## src/rtl/prog_mod_counter.sv

```systemverilog
// ============================================================================
// Module      : prog_mod_counter
// Description : Programmable modulus up/down counter with one-shot halt,
//               terminal pulse and divide-by-2M toggle output.
// Revision    : 1.0 - initial release
// ============================================================================
`default_nettype none

module prog_mod_counter #(
  parameter int unsigned WIDTH = 8
) (
  input  logic             clk_i,
  input  logic             rst_i,
  input  logic             enable_i,
  input  logic [WIDTH-1:0] modulus_i,
  input  logic             dir_i,
  input  logic             load_i,
  input  logic [WIDTH-1:0] load_value_i,
  input  logic             one_shot_i,
  output logic [WIDTH-1:0] state_o,
  output logic             terminal_o,
  output logic             div_o,
  output logic             halted_o
);

  localparam logic [WIDTH-1:0] C_ONE = {{(WIDTH-1){1'b0}}, 1'b1};

  typedef enum logic [0:0] {
    ST_RUN  = 1'b0,
    ST_HALT = 1'b1
  } state_e;

  state_e           fsm_q, fsm_d;
  logic [WIDTH-1:0] count_q, count_d;
  logic [WIDTH-1:0] mreg_q, mreg_d;
  logic             term_q, term_d;
  logic             div_q, div_d;

  logic [WIDTH-1:0] w_meff, w_meff_in, w_top, w_top_in;
  logic             w_run, w_tc;

  // Moduli of 0 and 1 both collapse to divide-by-1 (count pinned at 0).
  assign w_meff    = (mreg_q    < 2) ? C_ONE : mreg_q;
  assign w_meff_in = (modulus_i < 2) ? C_ONE : modulus_i;
  assign w_top     = w_meff    - C_ONE;
  assign w_top_in  = w_meff_in - C_ONE;

  assign w_run = (fsm_q == ST_RUN);
  assign w_tc  = enable_i & w_run & ~load_i &
                 (dir_i ? (count_q == '0) : (count_q == w_top));

  always_comb begin
    fsm_d   = fsm_q;
    count_d = count_q;
    mreg_d  = mreg_q;
    term_d  = 1'b0;
    div_d   = div_q;
    if (load_i) begin
      mreg_d  = modulus_i;
      count_d = (load_value_i > w_top_in) ? w_top_in : load_value_i;
      fsm_d   = ST_RUN;
    end else if (w_tc) begin
      // Wrap target uses the modulus being captured on this same edge.
      mreg_d  = modulus_i;
      count_d = dir_i ? w_top_in : '0;
      div_d   = ~div_q;
      term_d  = 1'b1;
      if (one_shot_i) begin
        fsm_d = ST_HALT;
      end
    end else if (enable_i && w_run) begin
      count_d = dir_i ? (count_q - C_ONE) : (count_q + C_ONE);
    end
  end

  always_ff @(posedge clk_i) begin
    if (rst_i) begin
      fsm_q   <= ST_RUN;
      count_q <= '0;
      mreg_q  <= modulus_i;
      term_q  <= 1'b0;
      div_q   <= 1'b0;
    end else begin
      fsm_q   <= fsm_d;
      count_q <= count_d;
      mreg_q  <= mreg_d;
      term_q  <= term_d;
      div_q   <= div_d;
    end
  end

  assign state_o    = count_q;
  assign terminal_o = term_q;
  assign div_o      = div_q;
  assign halted_o   = (fsm_q == ST_HALT);

endmodule

`default_nettype wire

```

## config.mk

```make
export PLATFORM = sky130hd
export DESIGN_NAME = prog_mod_counter
export DESIGN_NICKNAME = d
export VERILOG_FILES = /design/src/rtl/prog_mod_counter.sv
export SDC_FILE = /design/constraint.sdc
export NUM_CORES = 1
export LEC_CHECK = 0
export BUFFER_PORTS_ARGS = -buffer_cell sky130_fd_sc_hd__buf_2
export CAP_MARGIN = 15
export CELL_PAD_IN_SITES_DETAIL_PLACEMENT = 1
export CELL_PAD_IN_SITES_GLOBAL_PLACEMENT = 2
export CORE_MARGIN = 3
export CORE_UTILIZATION = 34
export DETAILED_ROUTE_END_ITERATION = 8
export PLACE_DENSITY_LB_ADDON = 0.1
export SLEW_MARGIN = 20
export SYNTH_ARGS = -nofsm -noshare
export SYNTH_HDL_FRONTEND = slang
export SYNTH_SLANG_ARGS = --single-unit
```

## constraint.sdc

```tcl
create_clock -name clk_i -period 3.6 [get_ports clk_i]
set_input_delay 0.36 -clock clk_i [delete_from_list [all_inputs] [get_ports clk_i]]
set_output_delay 0.36 -clock clk_i [all_outputs]
set_load 0.02 [all_outputs]
```

==> metrics.md, run 1 <==
| Metric | Value |
|---|---|
| Outcome | finished, final reports clean |
| Most common cell in the netlist | inv_1 |
| DRT Pass-1 Iters | 4 |
| Pwr Density | approximately 330 mW/mm^2 |
| Clk_lat worst skew | 270 ps |
| Total number of vias | 1859 |
| Asr flop ratio synth | 0 |
| Initial DRC count | 72 |
| Post-synthesis sequential area ratio | 0.2393 |
| Initial Util | 0.3629 |
| CP bufs+invs | 0 |
| Vias in the first global route | approximately 1900 |
| Setup crit start | mreg_q[4] |
| Worst EP arrival | 3080 ps |
| Worst path slowest cell | edfxtp_1 |
| Number of synthesized register bits | 19 |
| Placement Setup Slack | 248.5 ps |
| RSZ-0062 raised after global routing | false |
| Clock sink total | 19 |
| Gates resized, CTS repair | 0 |
| CORE AREA | 0.005303 sq mm |
| Final setup viols | 0 |
| Switch Pwr | 285.8 uW |
| Worst vdd ir | ~0.16 mV |
| # rows | 26 |
| CP Class | flip-flop to flip-flop |
| Area Growth Syn to Fin | 15.80% |
| CTS Buffer Depth | 2 |
| Max cap viols | 0 |
| Max_slew headroom | 0.5621 |
| Lkg Pwr | 0.9355 nW |
| Power share of the clock group | 0.217 |
| Setup bufs post-CTS | 0 |
| Pins Over Slew Limit | 0 |
| Cell family with most CP delay | simple AND/OR/NAND/NOR gates |
| Most frequent CP cell | a21oi_1 |
| Reg2Reg Depth | 9 |
| Post-synthesis net count | 261 |
| Mapped Avg Cell Area | 8.591 sq um |
| Crit path to | mreg_q[0] |
| GRT Residual Overflow | 0 |
| Sequential share of power | 0.379 |
| Final worst path period share | 0.8775 |
| Cts-stage hold buffer count | 0 |
| Layout cell share with drive strength beyond 1 | 0.2077 |
| Crit-path max cell delay | 470 ps |
| RePlAce Congestion | 0.8792 |
| Reg-to-Reg End | mreg_q[0] |
| WL/cell | 18.17 um |
| Max FO, Critical Path | 8 |
| Root Driver | clkbuf_8 |
| Cell Int Power | 449.1 uW |
| Design Power | 734.9 uW |
| FF-to-FF Start | mreg_q[4] |
| Post-synth top area cell | edfxtp_1 |
| Synth area leaders | edfxtp_1, dfxtp_1, ha_1, xnor2_1, inv_1 |
| Minimum clock period | 3159 ps |
| Netlist area before placement | 0.001924 sq mm |
| Post-synth EDFFs | 8 |
| Overall Global Routing Usage | 0.1940 |
| Fin. Hold Viols | 0 |
| Least-Margin Pin Slew | about 660 ps |
| Largest net degree at the start of global routing | 15 |
| F_max | 316.5 MHz |
| Startpoint types | flip-flop |
| Critical path required time | around 3500 ps |
| Worst hold path class | input pin to flip-flop |
| Share of the synthesized area in the top cell type | 0.1248 |
| Ant diodes | 0 |
| Full die area | 0.006598 sq mm |
| Post-synth top cells | inv_1, nand2_1, nor2_1 |
| Initial antenna violation count | 0 |
| Ys flop type | dfxtp_1 |
| Max H-tree Level | 1 |
| IO Port Bufs | 32 |
| R2R setup slack | 440 ps |
| HPWL Detailed | 4.776 mm |
| I/O pin cnt | 33 |
| Vias per cell | 5.633 |
| Clock skew | 21.02 ps |
| First-pass GRT wire length | 9.811 mm |
| Post-route setup TNS | 0 ps |
| Drt total wl | approximately 6.0 mm |
| Die width | 81.23 um |
| DRC Markers | 0 |
| Yosys warns | 0 |
| Gate count after technology mapping | around 220 |
| CTS buffer count | 3 |
| Stages on worst setup path | 9 |
| Combinational Power Share | 0.404 |
| Final ANT Viol Nets | 0 |
| Critical path cell sequence | nor4_2, a31oi_1, ha_1, nor2b_1, a21oi_1, o221ai_1, nand4bb_2, a21oi_1, or3_1 |
| Fillers | 662 |
| NumNets Final | about 300 |
| Worst Setup End Kind | flip-flop |
| Synth unique cells | 58 |
| CTS tree | built |
| Switching Fraction | 0.3889 |
| Setup ws final | 440.9 ps |
| Reg clk slew, reported paths | around 90 ps |
| Die Ht | between 80 and 90 um |
[worst min path at each step]
stage,start,to,depth (start not counted)
floorplan,modulus_i[0],mreg_q[0],0
global placement,halted_o,halted_o,2
detailed placement,halted_o,halted_o,2
CTS,one_shot_i,halted_o,3
global route,modulus_i[7],mreg_q[7],1
finish,one_shot_i,halted_o,3
[cells in the final DEF (no fill, tap or decap), types with 3 or more instances in the layout]
cell and instances:
a31oi_1 5, mux2_2 3, nand3_1 4, clkbuf_8 3
nor3_1 7, nand4_1 5, nor2b_1 4, edfxtp_1 8
a22oi_1 4, ha_1 14, inv_1 20, xor2_1 8
a21oi_1 11, xnor2_1 11, mux2i_1 5, buf_2 32
nand4b_1 3, dfxtp_1 11, nand2b_1 4, nor2_1 15
o21ai_0 7, o22ai_1 5, a221oi_1 4, o21a_1 4
nand2_1 16, buf_4 3, a2111oi_0 4
[flip-flops by register name, indices dropped and copies added (netlist names)]
name	cells
terminal_o	1
mreg_q	8
halted_o	1
div_o	1
state_o	8
[layer usage]
metal  GRT usage  vias to the layer above  part of all wire
li1            -                      930                 -
met1      0.2601                      892              0.48
met2      0.3177                       32              0.47
met3     0.04324                        5             0.045
met4     0.04223                        0             0.010
met5           0                        -                 0
[power groups by stage]
stage                     Clock, mW  Combinational [mW]  Sequential, mW
after floorplan                   0               0.196           0.283
after global placement            0               0.293           0.284
after detailed placement          0               0.294           0.284
after CTS                     0.161               0.298           0.279
after global routing          0.168               0.331           0.283
final                         0.159               0.297           0.279
[area by class of cell]
type | instances | area, sq um | share of cell area
clock inverters | 1 | 5.005 | 0.002246
multi-input cells | 182 | 1376 | 0.6176
well taps | 70 | 87.58 | 0.03930
clock buffers | 3 | 41.29 | 0.01853
flip-flops and latches | 19 | 460.4 | 0.2066
repair buffers | 35 | 182.7 | 0.08198
inverters | 20 | 75.07 | 0.03369
[through the flow]
step	hold WS, ps	cells	utilization	instance area, sq um
after floorplan	458.9	224	-	1924
after global placement	462.9	326	0.4115	2182
after detailed placement	463.2	326	0.4115	2182
after CTS	317.4	330	0.4202	2228
after global routing	329.2	330	0.4202	2228
final	316.1	330	0.4202	2228
[cells by family after synthesis]
family,count (synthesis),share of synthesized area
flops,19,0.2393
xor+xnor,20,0.09818
buf+inv,23,0.04551
compound gates,62,0.2328
simple gates,77,0.2393
fa+ha+maj,15,0.1014
mux,8,0.04356
[tightest hold or removal path: stages]
cell and delay (ps):
buf_2 90, nand2_1 50, a21oi_1 50
No activity file was read; power rests on OpenSTA's default activity.
==> run 2: changes to the inputs <==
--- a/config.mk
+++ b/config.mk
@@ -9,9 +9,10 @@
 export CAP_MARGIN = 15
 export CELL_PAD_IN_SITES_DETAIL_PLACEMENT = 1
 export CELL_PAD_IN_SITES_GLOBAL_PLACEMENT = 2
-export CORE_MARGIN = 3
+export CORE_MARGIN = 1
 export CORE_UTILIZATION = 34
 export DETAILED_ROUTE_END_ITERATION = 8
+export HOLD_SLACK_MARGIN = 0.15
 export PLACE_DENSITY_LB_ADDON = 0.1
 export SLEW_MARGIN = 20
 export SYNTH_ARGS = -nofsm -noshare
==> run 2 against run 1 <==
  * Worst hold slack got worse by 18 ps
  * Largest cell class unchanged
  * Maximum frequency rose by 0.23%
  * Via count fell by 0.48%
  * Register-to-register slack improved by 99 ps
  * Wire length fell by 2.0%
  * Die area fell by 9.6%
  * Non-clock buffer count rose by 1
  * Sequential power barely moved
  * Setup slack improved by 7.2 ps
  * Combinational power barely moved
  * Critical path depth rose by 6
  * Sequential cell count did not move
==> metrics.md, run 2 (same netlist as run 1, synthesis figures left out) <==
| Metric | Value |
|---|---|
| CORE AREA | 0.005473 sq mm (+3.2%) |
| Final worst path period share | 0.8755 (-0.002011) |
| Crit-path max cell delay | 430 ps (-40 ps) |
| Pins Over Slew Limit | 0 (unchanged) |
| First-pass GRT wire length | 9.646 mm (-1.7%) |
| Fin. Hold Viols | 0 (unchanged) |
| Max cap viols | 0 (unchanged) |
| Lkg Pwr | 0.9409 nW (+0.58%) |
| Setup ws final | 448.1 ps (+7.239 ps) |
| NumNets Final | 299 (+0.34%) |
| Setup bufs post-CTS | 0 (unchanged) |
| Least-Margin Pin Slew | 633.1 ps (-23.85 ps) |
| Worst Setup End Kind | flip-flop |
| Clock skew | 5.513 ps (-15.51 ps) |
| HPWL Detailed | 4.747 mm (-0.62%) |
| Die Ht | 77.23 um (-4.9%) |
| Initial DRC count | 100 (+39%) |
| DRT Pass-1 Iters | 4 (unchanged) |
| Cts-stage hold buffer count | 0 (unchanged) |
| Commonest non-fill, non-tap cell in the layout | buf_2 |
| IO Port Bufs | 32 (unchanged) |
| Pwr Density | 323.0 mW/mm^2 (-2.1%) |
| Placement Setup Slack | 144.1 ps (-104.5 ps) |
| DRC Markers | 0 (unchanged) |
| Area Growth Syn to Fin | 16.32% |
| Final ANT Viol Nets | 0 (unchanged) |
| Initial antenna violation count | 0 (unchanged) |
| Largest net degree at the start of global routing | 15 (unchanged) |
| RePlAce Congestion | 0.8534 (-2.9%) |
| Total number of vias | 1850 (-0.48%) |
| Root Driver | clkbuf_8 |
| Die width | 77.23 um (-4.9%) |
| Clk_lat worst skew | 260 ps (about the same) |
| Critical path required time | 3750 ps (+230 ps) |
| Worst vdd ir | 0.1352 mV (-15%) |
| Layout cell share with drive strength beyond 1 | 0.2107 (+0.003036) |
| Overall Global Routing Usage | 0.2102 (+0.01614) |
| CP Class | input pin to flip-flop |
| Worst hold path class | input pin to flip-flop |
| Initial Util | 0.3516 (-0.01128) |
| Ant diodes | 0 (unchanged) |
| CTS Buffer Depth | 2 (unchanged) |
| Vias in the first global route | 1872 (-2.4%) |
| Fin Hold WS | 298.3 ps (-17.86 ps) |
| Drt total wl | 5.873 mm (-2.0%) |
| Final setup viols | 0 (unchanged) |
| CTS buffer count | 3 (unchanged) |
| I/O pin cnt | 33 (unchanged) |
| RSZ-0062 raised after global routing | false |
| Critical path cell sequence | buf_2, nor2_1, a31oi_1, ha_1, nand2_1, xnor2_1, inv_1, ha_1, nor2_1, a211o_1, o311ai_0, a221o_1, o21ai_4, mux2i_1, o22ai_1 |
| WL/cell | 17.64 um (-2.9%) |
| Worst EP arrival | 3300 ps (+220 ps) |
| Max H-tree Level | 1 (unchanged) |
| Max_slew headroom | 0.5780 (+0.01590) |
| GRT Residual Overflow | 0 (unchanged) |
| F_max | 317.3 MHz (+0.23%) |
| Reg clk slew, reported paths | 70 ps (-20 ps) |
| # rows | 27 (+3.8%) |
| Gates resized, CTS repair | 0 (unchanged) |
| Minimum clock period | 3152 ps (-7.239 ps) |
| CTS tree | built |
| Commonest cells after routing, fill and taps aside | buf_2, inv_1, nand2_1 |
| Outcome | finished, final reports clean |
| Clock sink total | 19 (unchanged) |
| Worst path slowest cell | a221o_1 |
| Post-route setup TNS | 0 ps (unchanged) |
| Startpoint types | input pin |
| Full die area | 0.005964 sq mm (-9.6%) |
| Vias per cell | 5.556 (-1.4%) |
| Max FO, Critical Path | 7 (-1) |
run 2: cell count changes in the layout (fill, tap and decap cells not counted), sizes merged:
| cell | delta |
|---|---|
| buf | +1 |
run 2: where the power goes:
| part | total, mW | switching, mW | internal [mW] |
|---|---|---|---|
| combinational | 0.294 | 0.166 | 0.128 |
| clock | 0.152 | 0.0745 | 0.0772 |
| sequential | 0.277 | 0.0330 | 0.244 |
| total | 0.723 | 0.273 | 0.450 |
run 2: cell type report:
type                       instances  area, sq um
fill                             689         3234
timing repair buffer              36        190.2
inverter                          20        75.07
clock inverter                     1        5.005
multi-input combinational        182         1376
clock buffer                       3        41.29
sequential                        19        460.4
tap                               72        90.09
run 2: metal layers:
metal / part of all wire / track usage / vias to the layer above
met5: 0 / 0 / -
met4: 0.026 / 0.09434 / 0
met3: 0.024 / 0.01548 / 9
met2: 0.46 / 0.3442 / 40
met1: 0.49 / 0.2800 / 876
li1: - / - / 925
run 2: metrics by stage:
| stage | area, sq um | power, mW | util | instances |
|---|---|---|---|---|
| finish | 2238 | 0.7230 | 0.4090 | 333 |
| global route | 2238 | 0.7772 | 0.4090 | 333 |
| CTS | 2238 | 0.7323 | 0.4090 | 333 |
| detailed placement | 2192 | 0.5771 | 0.4005 | 329 |
| global placement | 2192 | 0.5753 | 0.4005 | 329 |
| floorplan | 1924 | 0.4792 | - | 224 |
run 2: critical path, delay by kind of cell:
family	cells	cell delay, ps
buffers and inverters	2	280
AND/OR/NAND/NOR	3	330
multiplexers	1	250
XOR/XNOR	1	220
AO/OA/AOI/OAI	6	1340
adder cells (fa/ha/maj)	2	510
run 2: worst paths after layout:
path / cells past startpoint / startpoint / slack [ps] / to
min: 1 / modulus_i[7] / 300 / mreg_q[7]
min reg2reg: 2 / halted_o / 470 / halted_o
max reg2reg: 9 / mreg_q[4] / 540 / mreg_q[1]
max: 15 / modulus_i[6] / 450 / state_o[1]
